[src/rtl/sn74_demux_latch.sv]
// Reassembles {B, A} words from a nibble-multiplexed bus into a one-deep output register.
// A completed pair that cannot be loaded is dropped, and the sticky ovf flag is set.
module sn74_demux_latch #(
   parameter int WIDTH = 4
) (
   input  logic               clk,
   input  logic               rst,
   input  logic [WIDTH-1:0]   y,
   input  logic               sel,
   input  logic               stb_n,
   output logic [2*WIDTH-1:0] out_data,
   output logic               out_valid,
   input  logic               out_ready,
   output logic               ovf,
   input  logic               ovf_clr,
   output logic [1:0]         state
);

   typedef enum logic [1:0] {
      EMPTY  = 2'd0,
      HAVE_A = 2'd1,
      HAVE_B = 2'd2
   } state_t;

   state_t             state_q, state_d;
   logic [WIDTH-1:0]   a_q, a_d, b_q, b_d;
   logic [2*WIDTH-1:0] word;
   logic               sample, pair, loadable, consume;

   assign sample   = ~stb_n;
   assign loadable = ~out_valid | out_ready;
   assign consume  = out_valid & out_ready;
   assign state    = state_q;

   always_comb begin
      state_d = state_q;
      a_d     = a_q;
      b_d     = b_q;
      pair    = 1'b0;
      word    = {b_q, a_q};
      case (state_q)
         EMPTY: if (sample) begin
            if (sel) begin
               b_d     = y;
               state_d = HAVE_B;
            end else begin
               a_d     = y;
               state_d = HAVE_A;
            end
         end
         HAVE_A: if (sample) begin
            if (sel) begin
               // completing half bypasses the register so the word is ready this edge
               pair    = 1'b1;
               word    = {y, a_q};
               state_d = EMPTY;
            end else begin
               a_d = y;
            end
         end
         HAVE_B: if (sample) begin
            if (!sel) begin
               pair    = 1'b1;
               word    = {b_q, y};
               state_d = EMPTY;
            end else begin
               b_d = y;
            end
         end
         default: state_d = EMPTY;
      endcase
   end

   always_ff @(posedge clk or posedge rst) begin
      if (rst) begin
         state_q <= EMPTY;
         a_q     <= '0;
         b_q     <= '0;
      end else begin
         state_q <= state_d;
         a_q     <= a_d;
         b_q     <= b_d;
      end
   end

   always_ff @(posedge clk or posedge rst) begin
      if (rst) begin
         out_data  <= '0;
         out_valid <= 1'b0;
      end else if (pair && loadable) begin
         out_data  <= word;
         out_valid <= 1'b1;
      end else if (consume) begin
         out_valid <= 1'b0;
      end
   end

   // a same-edge overflow takes priority over the clear
   always_ff @(posedge clk or posedge rst) begin
      if (rst)                    ovf <= 1'b0;
      else if (pair && !loadable) ovf <= 1'b1;
      else if (ovf_clr)           ovf <= 1'b0;
   end

endmodule

[config.mk]
export PLATFORM = sky130hd
export DESIGN_NAME = sn74_demux_latch
export DESIGN_NICKNAME = d
export VERILOG_FILES = /design/src/rtl/sn74_demux_latch.sv
export SDC_FILE = /design/constraint.sdc
export NUM_CORES = 1
export LEC_CHECK = 0
export CORE_MARGIN = 2
export CORE_UTILIZATION = 30
export CTS_CLUSTER_DIAMETER = 80
export CTS_CLUSTER_SIZE = 25
export DETAILED_ROUTE_END_ITERATION = 7
export SLEW_MARGIN = 20
export SYNTH_ARGS = -nofsm -noshare
export SYNTH_HDL_FRONTEND = slang
export SYNTH_SLANG_ARGS = --single-unit
[constraint.sdc]
create_clock -name clk -period 3.7 [get_ports clk]
set_clock_uncertainty 0.05 [all_clocks]
set_input_delay 0.555 -clock clk [delete_from_list [all_inputs] [get_ports clk]]
set_output_delay 0.555 -clock clk [all_outputs]
set_load 0.005 [all_outputs]
# --- Word-level counts from Yosys, hierarchy flattened ---
# Cells that the tools add are included.
word_totals:
  ff_bits: 20
  out_inout_bits: 12
  word_cells: 50
op_classes:
  n_eq_ne: 7
  n_reduce_logical: 11
  bitwise: 5
  n_mux: 21
ops:
  columns: ["operator", "count"]
  rows:
  - ["8-bit two-way mux", 2]
  - ["8-bit case mux with 2 select lines", 1]
  - ["2-bit two-way mux", 6]
  - ["2-bit != test (second input constant)", 5]
  - ["1-bit two-way mux", 8]
  - ["4-bit two-way mux", 2]
  - ["2-bit case mux with 3 select lines", 1]
  - ["3-bit AND reduction", 2]
  - ["5-bit AND reduction", 1]
  - ["2-bit nonzero test", 2]
  - ["2-bit OR reduction", 2]
  - ["1-bit NOT", 3]
  - ["2-bit by 1-bit == test with 1-bit output (second input constant)", 1]
  - ["2-bit == test (second input constant)", 1]
  - ["1-bit logical AND", 2]
  - ["2-bit logical NOT", 1]
  - ["1-bit case mux with 2 select lines", 1]
  - ["1-bit bitwise AND", 1]
  - ["1-bit logical NOT", 1]
  - ["1-bit bitwise OR", 1]

# --- Logic depth before layout (Yosys ltp) ---
# Gate-level depths: netlist of run 1.
logic_depth:
  depth_word: 5
  ltp_mapped: 8
  depth_no_buf: 6

# --- Worst setup path after synthesis of run 1 ---
# Ideal clock, no wire load.
synth_path:
  kind: "flip-flop to flip-flop"
  start: "register state_q[1], in the netlist state[1]"
  end: "register a_q[0]"
  slack_ns: 2.075
  path_buffers: 1
  synth_period_minus_slack_ns: 1.625
  path_stages_with_launch: 6
  required_time_ns: 3.525
  arrival_ns: 1.451
  cell_sequence: "dfrtp_1 -> inv_1 -> ha_1 -> clkbuf_1 -> o21a_1 -> mux2_2"
synth_via:
  elab_chain_len: 3
synth_rtl:
  columns: ["element", "line", "rtl"]
  rows:
  - ["start, declared", "25", "state_t state_q, state_d;"]
  - ["start signal, assigned", "80", "state_q <= state_d;"]
  - ["2-bit by 1-bit == test with 1-bit output / 2-bit logical NOT (equally long branches)", "41", "case (state_q)"]
  - ["2-bit OR reduction (no source line) *", null, null]
  - ["3-bit AND reduction (no source line) *", null, null]
  - ["end signal, assigned", "77", "a_q <= '0;"]
  - ["end signal, assigned", "81", "a_q <= a_d;"]
  - ["end, declared", "26", "logic [WIDTH-1:0] a_q, a_d, b_q, b_d;"]
# Every way passes the cells marked *; elsewhere a longest branch is shown, timed or not.
# A chain may end at the register's enable or synchronous reset.

# --- Worst setup path in the final report of run 1 ---
layout_path:
  start: "register state_q[1], in the netlist state[1]"
  end: "register out_data[5]"
layout_via:
  elab_chain_len: 3
layout_rtl:
  columns: ["element", "line", "rtl"]
  rows:
  - ["2-bit == test / 2-bit by 1-bit == test with 1-bit output (equally long branches)", "41", null]
  - ["1-bit case mux with 2 select lines", "41", null]
  - ["1-bit logical AND", "90", "end else if (pair && loadable) begin"]
  - ["end signal, assigned", "91", "out_data <= word;"]
  - ["end, declared", "11", "output logic [2*WIDTH-1:0] out_data,"]
# Parallel ways exist; a longest one is shown, timed or not.

==> reports/results.ini, run 1 <==
[clock_tree]
h-tree-depth = 1
clock_sinks = 20
cts_setup_buffers = 0
clock_latency_ns = 0.29
cts_resized = 0
clk_path_buf_depth = 2
numCtsBuffers = 3
postCtsHoldBufs = 0
clk_pin_slew_worst_paths_ns = 0.12
root_buffer = clkbuf_4
cts_tree = built

[setup_path]
crit_end = out_data[5]
cp_slowest_cell = and4bb_1
required_ns = 3.87
crit_path_end_kind = flop
reg2reg_to = out_data[5]
path_buf_inv = 1
cp-startpoint = state[1]
slowest_delay_ns = 0.64
worstSetupPathType = reg2reg
worstPathCellList = inv_1, ha_1, mux2i_1, and4bb_1, o21ai_0, o22ai_1
timing.rr.start = state[1]
arrival_ns = 2.29
cp_num_cells = 6
crit_fanout = 16
rrSetupSlack_ns = 1.58
cp_top_family = simple AND/OR/NAND/NOR gates
startpoint_type = flop
reg2regPathDepth = 6

[yosys]
postSynth.asyncResetShare_pct = 100
seq_area_frac_synth_pct = 48.1
synth_top_area_share_pct = 48.1
ys_warn_count = 0
netlist_instances = 98
yosys-top-cells-area = dfrtp_1 48%, mux2_2 8.7%, nand2b_1 4.8%
synth_flop_cell = dfrtp_1
synth_edf_count = 0
synth-seq-cells = 20
yosysUniqueCellTypes = 28
syn_nets = 111
synth.largest_area_cell = dfrtp_1
synth.avg_cell_area_um2 = 10.6
synthesis.area_mm2 = 0.00104

[die]
fp.dieW_um = 62.9
row_count = 21
fp.coreArea_mm2 = 0.00334
start_util_pct = 31.2
die_h_um = 62.9
fp.dieArea_mm2 = 0.00395
num_io_pins = 22

[power_and_ir_drop]
power_density_mw_per_mm2 = 813
p_leak_nw = 0.552
peakVddDrop_mv = 0.160
power_mw = 1.08

[place]
post-dp-hpwl_mm = 1.52
place_ws_ns = 1.37
routabilityCongestion = 0.782
port_buffers = 21

[timing]
rsz0062_at_grt = no
setup_violations = 0
min_period_ns = 2.12
max_freq_mhz = 472
worstMarginPinSlew_ns = 0.763
hold_slack_ns = 0.472
tns_ns = 0
setup_slack_ns = 1.58
final-hold-violation-count = 0
slew_viol_final = 0
max-slew-margin-rel_pct = 49.1
fin_crit_sh_pct = 57.3

[cells_and_area]
drive_gt1_share_pct = 15.0
nets = 134
fillCellCount = 329
antenna_cells = 0
final_util_pct = 39.7
syn_to_final_growth_pct = 27.4

[route]
routed_wl_mm = 2.01
drt_iter0_drc = 25
met2_length_mm = 1.01
met3_length_um = 52
drc = 0
viasPerCell = 4.68
highest_layer = met4
dr.pass1.iters = 4
met1_length_um = 920
ant_nets = 0
vias = 777
post_drt_wl_per_cell_um = 12.1

[global_routing]
grt_pass1_wl_mm = 3.47
antenna_found_initial = 0
grt_max_degree = 21
grt_pass1_vias = 773
grt.total_usage_pct = 11.1
globalRouteOverflowTotal = 0

[worst_hold_path]
min_path_type = reg2reg

[run]
maxCapViolCount = 0

[status]
status = complete, no violations

sequential cells by signal, summed over array words and instances, names as in the netlist:
name,count
state,2
b_q,4
ovf,1
out_valid,1
a_q,4
out_data,8
how the worst min path moves through the flow:
stage | from | end | slack [ns] | depth (start not counted)
finish | a_q[2] | a_q[2] | 0.47 | 1
global route | a_q[0] | a_q[0] | 0.50 | 1
global placement | a_q[2] | a_q[2] | 0.45 | 1
detailed placement | a_q[2] | a_q[2] | 0.45 | 1
CTS | a_q[2] | a_q[2] | 0.48 | 1
floorplan | a_q[0] | a_q[0] | 0.43 | 1
per-stage QoR:
step	cells	instance area [um^2]
CTS	166	1330
floorplan	98	1040
global placement	162	1270
detailed placement	162	1270
global route	166	1330
finish	166	1330
cells in the final DEF, fill, tap and decap left out, types with 2 or more instances in the layout:
cell	instances
a21oi_1	4
a31oi_1	4
a31oi_2	2
clkbuf_4	3
clkdlybuf4s50_1	21
dfrtp_1	20
ha_1	3
inv_1	6
mux2_2	8
nand2_1	5
nand2b_1	8
nand4_1	2
nor2_1	9
nor2_2	3
o211a_1	2
o21a_1	2
o21ai_0	5
o22ai_1	3
logic make-up after synthesis:
family	share of synthesized area, %
AND/OR/NAND/NOR	18.1
AO/OA/AOI/OAI	15.0
flip-flops	48.1
buffers and inverters	5.53
multiplexers	9.63
adder cells (fa/ha/maj)	3.61
power by group:
group	internal [mW]	switching, mW
Combinational	0.286	0.227
Sequential	0.322	0.0643
Clock	0.109	0.0681
cell type report:
| type | count | area (um^2) | area share [%] |
|---|---|---|---|
| clock buffer | 3 | 22.5 | 1.70 |
| inverter | 6 | 22.5 | 1.70 |
| tap | 46 | 57.6 | 4.34 |
| timing repair buffer | 21 | 210 | 15.9 |
| clock inverter | 1 | 30.0 | 2.27 |
| sequential | 20 | 500 | 37.8 |
| multi-input combinational | 69 | 482 | 36.4 |
cell usage after synthesis, drive strengths merged, types with 2 or more instances:
library cell	number
ha	3
o22ai	3
nand2b	8
o21a	2
inv	6
o21ai	5
nor2	12
nand4	2
o211a	2
dfrtp	20
mux2	8
buf	2
a21oi	4
nand2	5
a31oi	6
routing by layer:
layer  GRT usage (%)  up-vias
met4            5.83        0
li1                -      390
met5               0        -
met1            12.7      372
met2            19.1       13
met3            2.52        2
No activity file was read; power rests on OpenSTA's default activity.
==> run 2, diff against run 1 <==
Clock period 3.7 ns to 1.84 ns, I/O delays scaled along.
==> run 2 against run 1 <==
Net effect:
- sequential share of layout area down 1.9 points
- first-iteration DRC count decreased by 24%
- via count rose by 6.8%
- sequential cell count is the same
- power grew 120%
- die area did not move
- sequential power increased by 100%
- clock power up 110%
- cell count up 4.8%
- critical path type unchanged
- critical endpoint is now out_data[1]
- highest routed layer unchanged
==> reports/results.ini, run 2 (same netlist as run 1, synthesis figures left out) <==
[setup_path]
crit_top_cell = buf_4
startpoint_type = flop
timing.rr.start = state[0]
cp_top_family = flip-flops
reg2regPathDepth = 8  ; +2
arrival_ns = 1.84  ; -0.45 ns
crit_path_end_kind = flop
required_ns = 1.98  ; -1.89 ns
cp_slowest_cell = dfrtp_1
cp_num_cells = 8  ; +2
crit_fanout = 6  ; -10
rrSetupSlack_ns = 0.14  ; -1.44 ns
reg2reg_to = out_data[1]
path_buf_inv = 3  ; +2
worstPathCellList = inv_1, ha_1, buf_4, o21a_1, nor3b_2, buf_4, nand2b_1, a31oi_1
worstSetupPathType = reg2reg
slowest_delay_ns = 0.43  ; -0.21 ns

[die]
row_count = 21  ; unchanged
num_io_pins = 22  ; unchanged
fp.dieW_um = 62.9  ; unchanged
fp.dieArea_mm2 = 0.00395  ; unchanged
die_h_um = 62.9  ; unchanged
fp.coreArea_mm2 = 0.00334  ; unchanged
start_util_pct = 31.2  ; unchanged

[route]
ant_nets = 0  ; unchanged
routed_wl_mm = 2.29  ; +14%
met3_length_um = 56  ; +7.7%
viasPerCell = 4.77  ; +1.9%
highest_layer = met4
dr.pass1.iters = 4  ; unchanged
drt_iter0_drc = 19  ; -24%
drc = 0  ; unchanged
post_drt_wl_per_cell_um = 13.2  ; +8.9%
met2_length_mm = 1.11  ; +11%
met1_length_mm = 1.03  ; +12%
vias = 830  ; +6.8%

[place]
port_buffers = 21  ; unchanged
dpl.cell_count = 168  ; +3.7%
post-dp-hpwl_mm = 1.71  ; +13%
place_ws_ns = -0.232  ; -1.60 ns
routabilityCongestion = 0.853  ; +9.0%

[clock_tree]
clock_sinks = 20  ; unchanged
h-tree-depth = 1  ; unchanged
clk_path_buf_depth = 2  ; unchanged
postCtsHoldBufs = 0  ; unchanged
clock_latency_ns = 0.30  ; about the same
root_buffer = clkbuf_4
cts_tree = built
clk_pin_slew_worst_paths_ns = 0.12  ; about the same
numCtsBuffers = 3  ; unchanged

[cells_and_area]
layout_commonest_cell = clkdlybuf4s50_1
reg_top3 = out_data (8), a_q (4), b_q (4)
multi_input_area_um2 = 490  ; +1.8%
fillCellCount = 338  ; +2.7%
drive_gt1_share_pct = 21.9  ; +6.9 points
nets = 142  ; +6.0%
regMostFlops = out_data
antenna_cells = 0  ; unchanged
mostFrequentLayoutCells = 21 x clkdlybuf4s50_1, 20 x dfrtp_1, 9 x nor2_1
finalNonFillerCells = 174  ; +4.8%
largest_reg_flops = 8  ; unchanged
syn_to_final_growth_pct = 34.1
final_util_pct = 41.8  ; +2.1 points
ff_latch_area_um2 = 500  ; unchanged

[global_routing]
antenna_found_initial = 0  ; unchanged
grt_max_degree = 21  ; unchanged
grt_pass1_wl_mm = 3.93  ; +13%
globalRouteOverflowTotal = 0  ; unchanged
grt.total_usage_pct = 12.8  ; +1.7 points
grt_pass1_vias = 836  ; +8.2%

[timing]
max-slew-margin-rel_pct = 77.2  ; +28 points
setup_slack_ns = 0.140  ; -1.44 ns
worstMarginPinSlew_ns = 0.341  ; -0.422 ns
max_freq_mhz = 588  ; +25%
setup_violations = 0  ; unchanged
slew_viol_final = 0  ; unchanged
final-hold-violation-count = 0  ; unchanged
min_period_ns = 1.70  ; -0.419 ns
tns_ns = 0  ; unchanged
fin_crit_sh_pct = 92.4  ; +35 points
rsz0062_at_grt = no

[power_and_ir_drop]
p_leak_nw = 0.593  ; +7.5%
peakVddDrop_mv = 0.437  ; +170%
power_mw = 2.34  ; +120%
power_density_mw_per_mm2 = 1680  ; +110%

[run]
maxCapViolCount = 0  ; unchanged

[status]
status = complete, no violations

[worst_hold_path]
min_path_type = in2async

-- run 2: how the worst max path moves through the flow --
stage / start / to / slack (ns)
6_report: state[0] / out_data[1] / 0.14
5_1_grt: state[0] / out_data[3] / 0.02
4_1_cts: state[0] / out_data[4] / 0.04
3_5_place_dp: sel / out_data[4] / -0.23
3_3_place_gp: sel / out_data[5] / -0.15
2_1_floorplan: state[1] / a_q[0] / 0.21
-- run 2: stage by stage --
stage                     cell area [um^2]  hold WS (ns)
after floorplan                       1040         0.190
after global placement                1320         0.449
after detailed placement              1320         0.449
after CTS                             1370         0.259
after global routing                  1390         0.267
final                                 1390         0.251
-- run 2: final cells by class --
type	count	area share, %
clock buffer	3	1.62
clock inverter	1	2.15
inverter	6	1.62
multi-input combinational	69	35.2
sequential	20	35.9
tap	46	4.13
timing repair buffer	29	19.4
-- run 2: repair_timing --
item                       4_1_cts  5_1_grt
gates resized for setup          1        2
buffers inserted                 0        2
hold endpoints to repair         0        0
pin swaps                        0        1
setup endpoints to repair        3        7
-- run 2: worst min-delay path, cell delays in order --
cell	delay, ns
clkdlybuf4s50_1	0.41
inv_1	0.06
buf_4	0.26
-- run 2: layer usage --
layer	up-vias	track usage (%)
met1	392	14.5
li1	406	-
met4	0	8.61
met2	22	21.5
met3	10	2.52
met5	-	0
-- run 2: where the power goes --
part | switching (mW) | total, mW | leakage [nW] | internal, mW
clock network | 0.143 | 0.364 | 0.0279 | 0.220
logic | 0.510 | 1.19 | 0.322 | 0.682
registers | 0.133 | 0.779 | 0.242 | 0.647
total | 0.786 | 2.34 | 0.593 | 1.55
==> run 3, diff against run 2 <==
Settings changed: TNS_END_PERCENT set to 20.
==> run 3 against run 2 <==
Net effect:
- global-route usage stayed put
- maximum frequency is 0.35% higher
- worst setup slack better by 0.0059 ns
- non-clock buffer count is 2 lower
- sequential power hardly changed
- critical path depth stayed put
- clock power hardly changed
- routed wire length is 1.8% lower
- cell count is 1.1% lower
- first-iteration DRC count is 11% higher
- combinational power hardly changed
- via count is 1.6% higher
- critical path type unchanged
==> reports/results.ini, run 3 (same netlist as run 1, synthesis figures left out) <==
[setup_path]
crit_fanout = 6  ; unchanged
crit_top_cell = buf_4
path_buf_inv = 3  ; unchanged
cp_top_family = flip-flops
arrival_ns = 1.83  ; about the same
required_ns = 1.98  ; about the same
worstSetupPathType = reg2reg
crit_path_end_kind = flop
cp_slowest_cell = dfrtp_1
startpoint_type = flop
slowest_delay_ns = 0.44  ; about the same
worstPathCellList = inv_2, ha_1, buf_4, o21a_1, nor3b_2, buf_4, nand2b_1, a31oi_1

[route]
drt_iter0_drc = 21  ; +2
dr.pass1.iters = 4  ; unchanged
drc = 0  ; unchanged
ant_nets = 0  ; unchanged
viasPerCell = 4.90  ; +2.7%
post_drt_wl_per_cell_um = 13.1  ; -0.69%
vias = 843  ; +1.6%
routed_wl_mm = 2.25  ; -1.8%

[power_and_ir_drop]
power_density_mw_per_mm2 = 1670  ; -0.40%
p_leak_nw = 0.582  ; -1.8%
peakVddDrop_mv = 0.451  ; +3.2%
power_mw = 2.30  ; -1.5%

[cells_and_area]
fillCellCount = 337  ; -0.30%
regMostFlops = out_data
nets = 140  ; -1.4%
mostFrequentLayoutCells = 21 x clkdlybuf4s50_1, 20 x dfrtp_1, 9 x nor2_1, 8 x nand2b_1, 8 x mux2_2
drive_gt1_share_pct = 21.4  ; -0.45 points
largest_reg_flops = 8  ; unchanged
layout_commonest_cell = clkdlybuf4s50_1
reg_top3 = out_data (8), a_q (4), b_q (4)
finalNonFillerCells = 172  ; -1.1%
fin_area_mm2 = 0.00138  ; -1.1%
syn_to_final_growth_pct = 32.6
antenna_cells = 0  ; unchanged
final_util_pct = 41.3  ; -0.45 points

[die]
num_io_pins = 22  ; unchanged
fp.coreArea_mm2 = 0.00334  ; unchanged
start_util_pct = 31.2  ; unchanged
die_h_um = 62.9  ; unchanged
fp.dieArea_mm2 = 0.00395  ; unchanged
fp.dieW_um = 62.9  ; unchanged
row_count = 21  ; unchanged

[clock_tree]
cts_tree = built
clock_sinks = 20  ; unchanged
postCtsHoldBufs = 0  ; unchanged
h-tree-depth = 1  ; unchanged
clk_pin_slew_worst_paths_ns = 0.12  ; about the same
clk_path_buf_depth = 2  ; unchanged
clock_latency_ns = 0.30  ; about the same
numCtsBuffers = 3  ; unchanged
root_buffer = clkbuf_4

[timing]
fin_crit_sh_pct = 92.1  ; -0.32 points
rsz0062_at_grt = no
hold_slack_ns = 0.252  ; +0.000947 ns
final-hold-violation-count = 0  ; unchanged
max_freq_mhz = 590  ; +0.35%
min_period_ns = 1.69  ; -0.00592 ns
slew_viol_final = 0  ; unchanged
worstMarginPinSlew_ns = 0.338  ; -0.00286 ns
max-slew-margin-rel_pct = 77.4  ; +0.19 points
setup_slack_ns = 0.146  ; +0.00593 ns
setup_violations = 0  ; unchanged
tns_ns = 0  ; unchanged

[place]
routabilityCongestion = 0.853  ; unchanged
post-dp-hpwl_mm = 1.71  ; unchanged
port_buffers = 21  ; unchanged
dpl.cell_count = 168  ; unchanged
place_ws_ns = -0.232  ; unchanged
dpl_cell_area_mm2 = 0.00132  ; unchanged

[global_routing]
grt.total_usage_pct = 12.8  ; unchanged
globalRouteOverflowTotal = 0  ; unchanged
grt_pass1_vias = 836  ; unchanged
grt_max_degree = 21  ; unchanged
grt_pass1_wl_mm = 3.93  ; unchanged
antenna_found_initial = 0  ; unchanged

[status]
status = complete, no violations

[run]
maxCapViolCount = 0  ; unchanged

[worst_hold_path]
min_path_type = in2async

run 3: changes by cell type in the layout (fill, tap and decap cells not counted):
cell,previous run,this run
inv_1,6,5
buf_4,8,6
inv_2,0,1
run 3: metal layers:
| metal | wire (um) | track usage [%] | part of all wire, % |
|---|---|---|---|
| met1 | 1000 | 14.5 | 45 |
| met2 | 1090 | 21.5 | 48 |
| met3 | 67 | 2.52 | 3.0 |
| met4 | 91 | 8.61 | 4.0 |
| met5 | 0 | 0 | 0 |
run 3: final timing paths:
check / from / end / slack [ns] / cells after the start
setup reg to reg: state[0] / out_data[1] / 0.15 / 8
min in group clk: a_q[3] / a_q[3] / 0.47 / 1
hold reg to reg: a_q[3] / a_q[3] / 0.47 / 1
setup / recovery: state[0] / out_data[1] / 0.15 / 8
max in group asynchronous: rst / b_q[1] / 1.28 / 3
hold / removal: rst / out_data[7] / 0.25 / 3
run 3: worst min-delay path, cell delays in order:
cell	delay [ns]
clkdlybuf4s50_1	0.41
inv_1	0.06
buf_4	0.26
run 3: final cells by class:
type                       count  area, um^2  area share, %
multi-input combinational     69         490           35.6
clock inverter                 1        30.0           2.18
clock buffer                   3        22.5           1.63
tap                           46        57.6           4.17
inverter                       6        22.5           1.63
sequential                    20         500           36.3
timing repair buffer          27         255           18.5
run 3: power breakdown:
group | switching (mW) | internal [mW]
Clock | 0.141 | 0.220
Combinational | 0.501 | 0.658
Sequential | 0.134 | 0.647
run 3: what timing repair did:
action                                  in CTS  in global routing
endpoints found under the setup margin       3                  7
setup buffers                                0                  0
pin swaps                                    0                  1
resized for setup                            1                  3
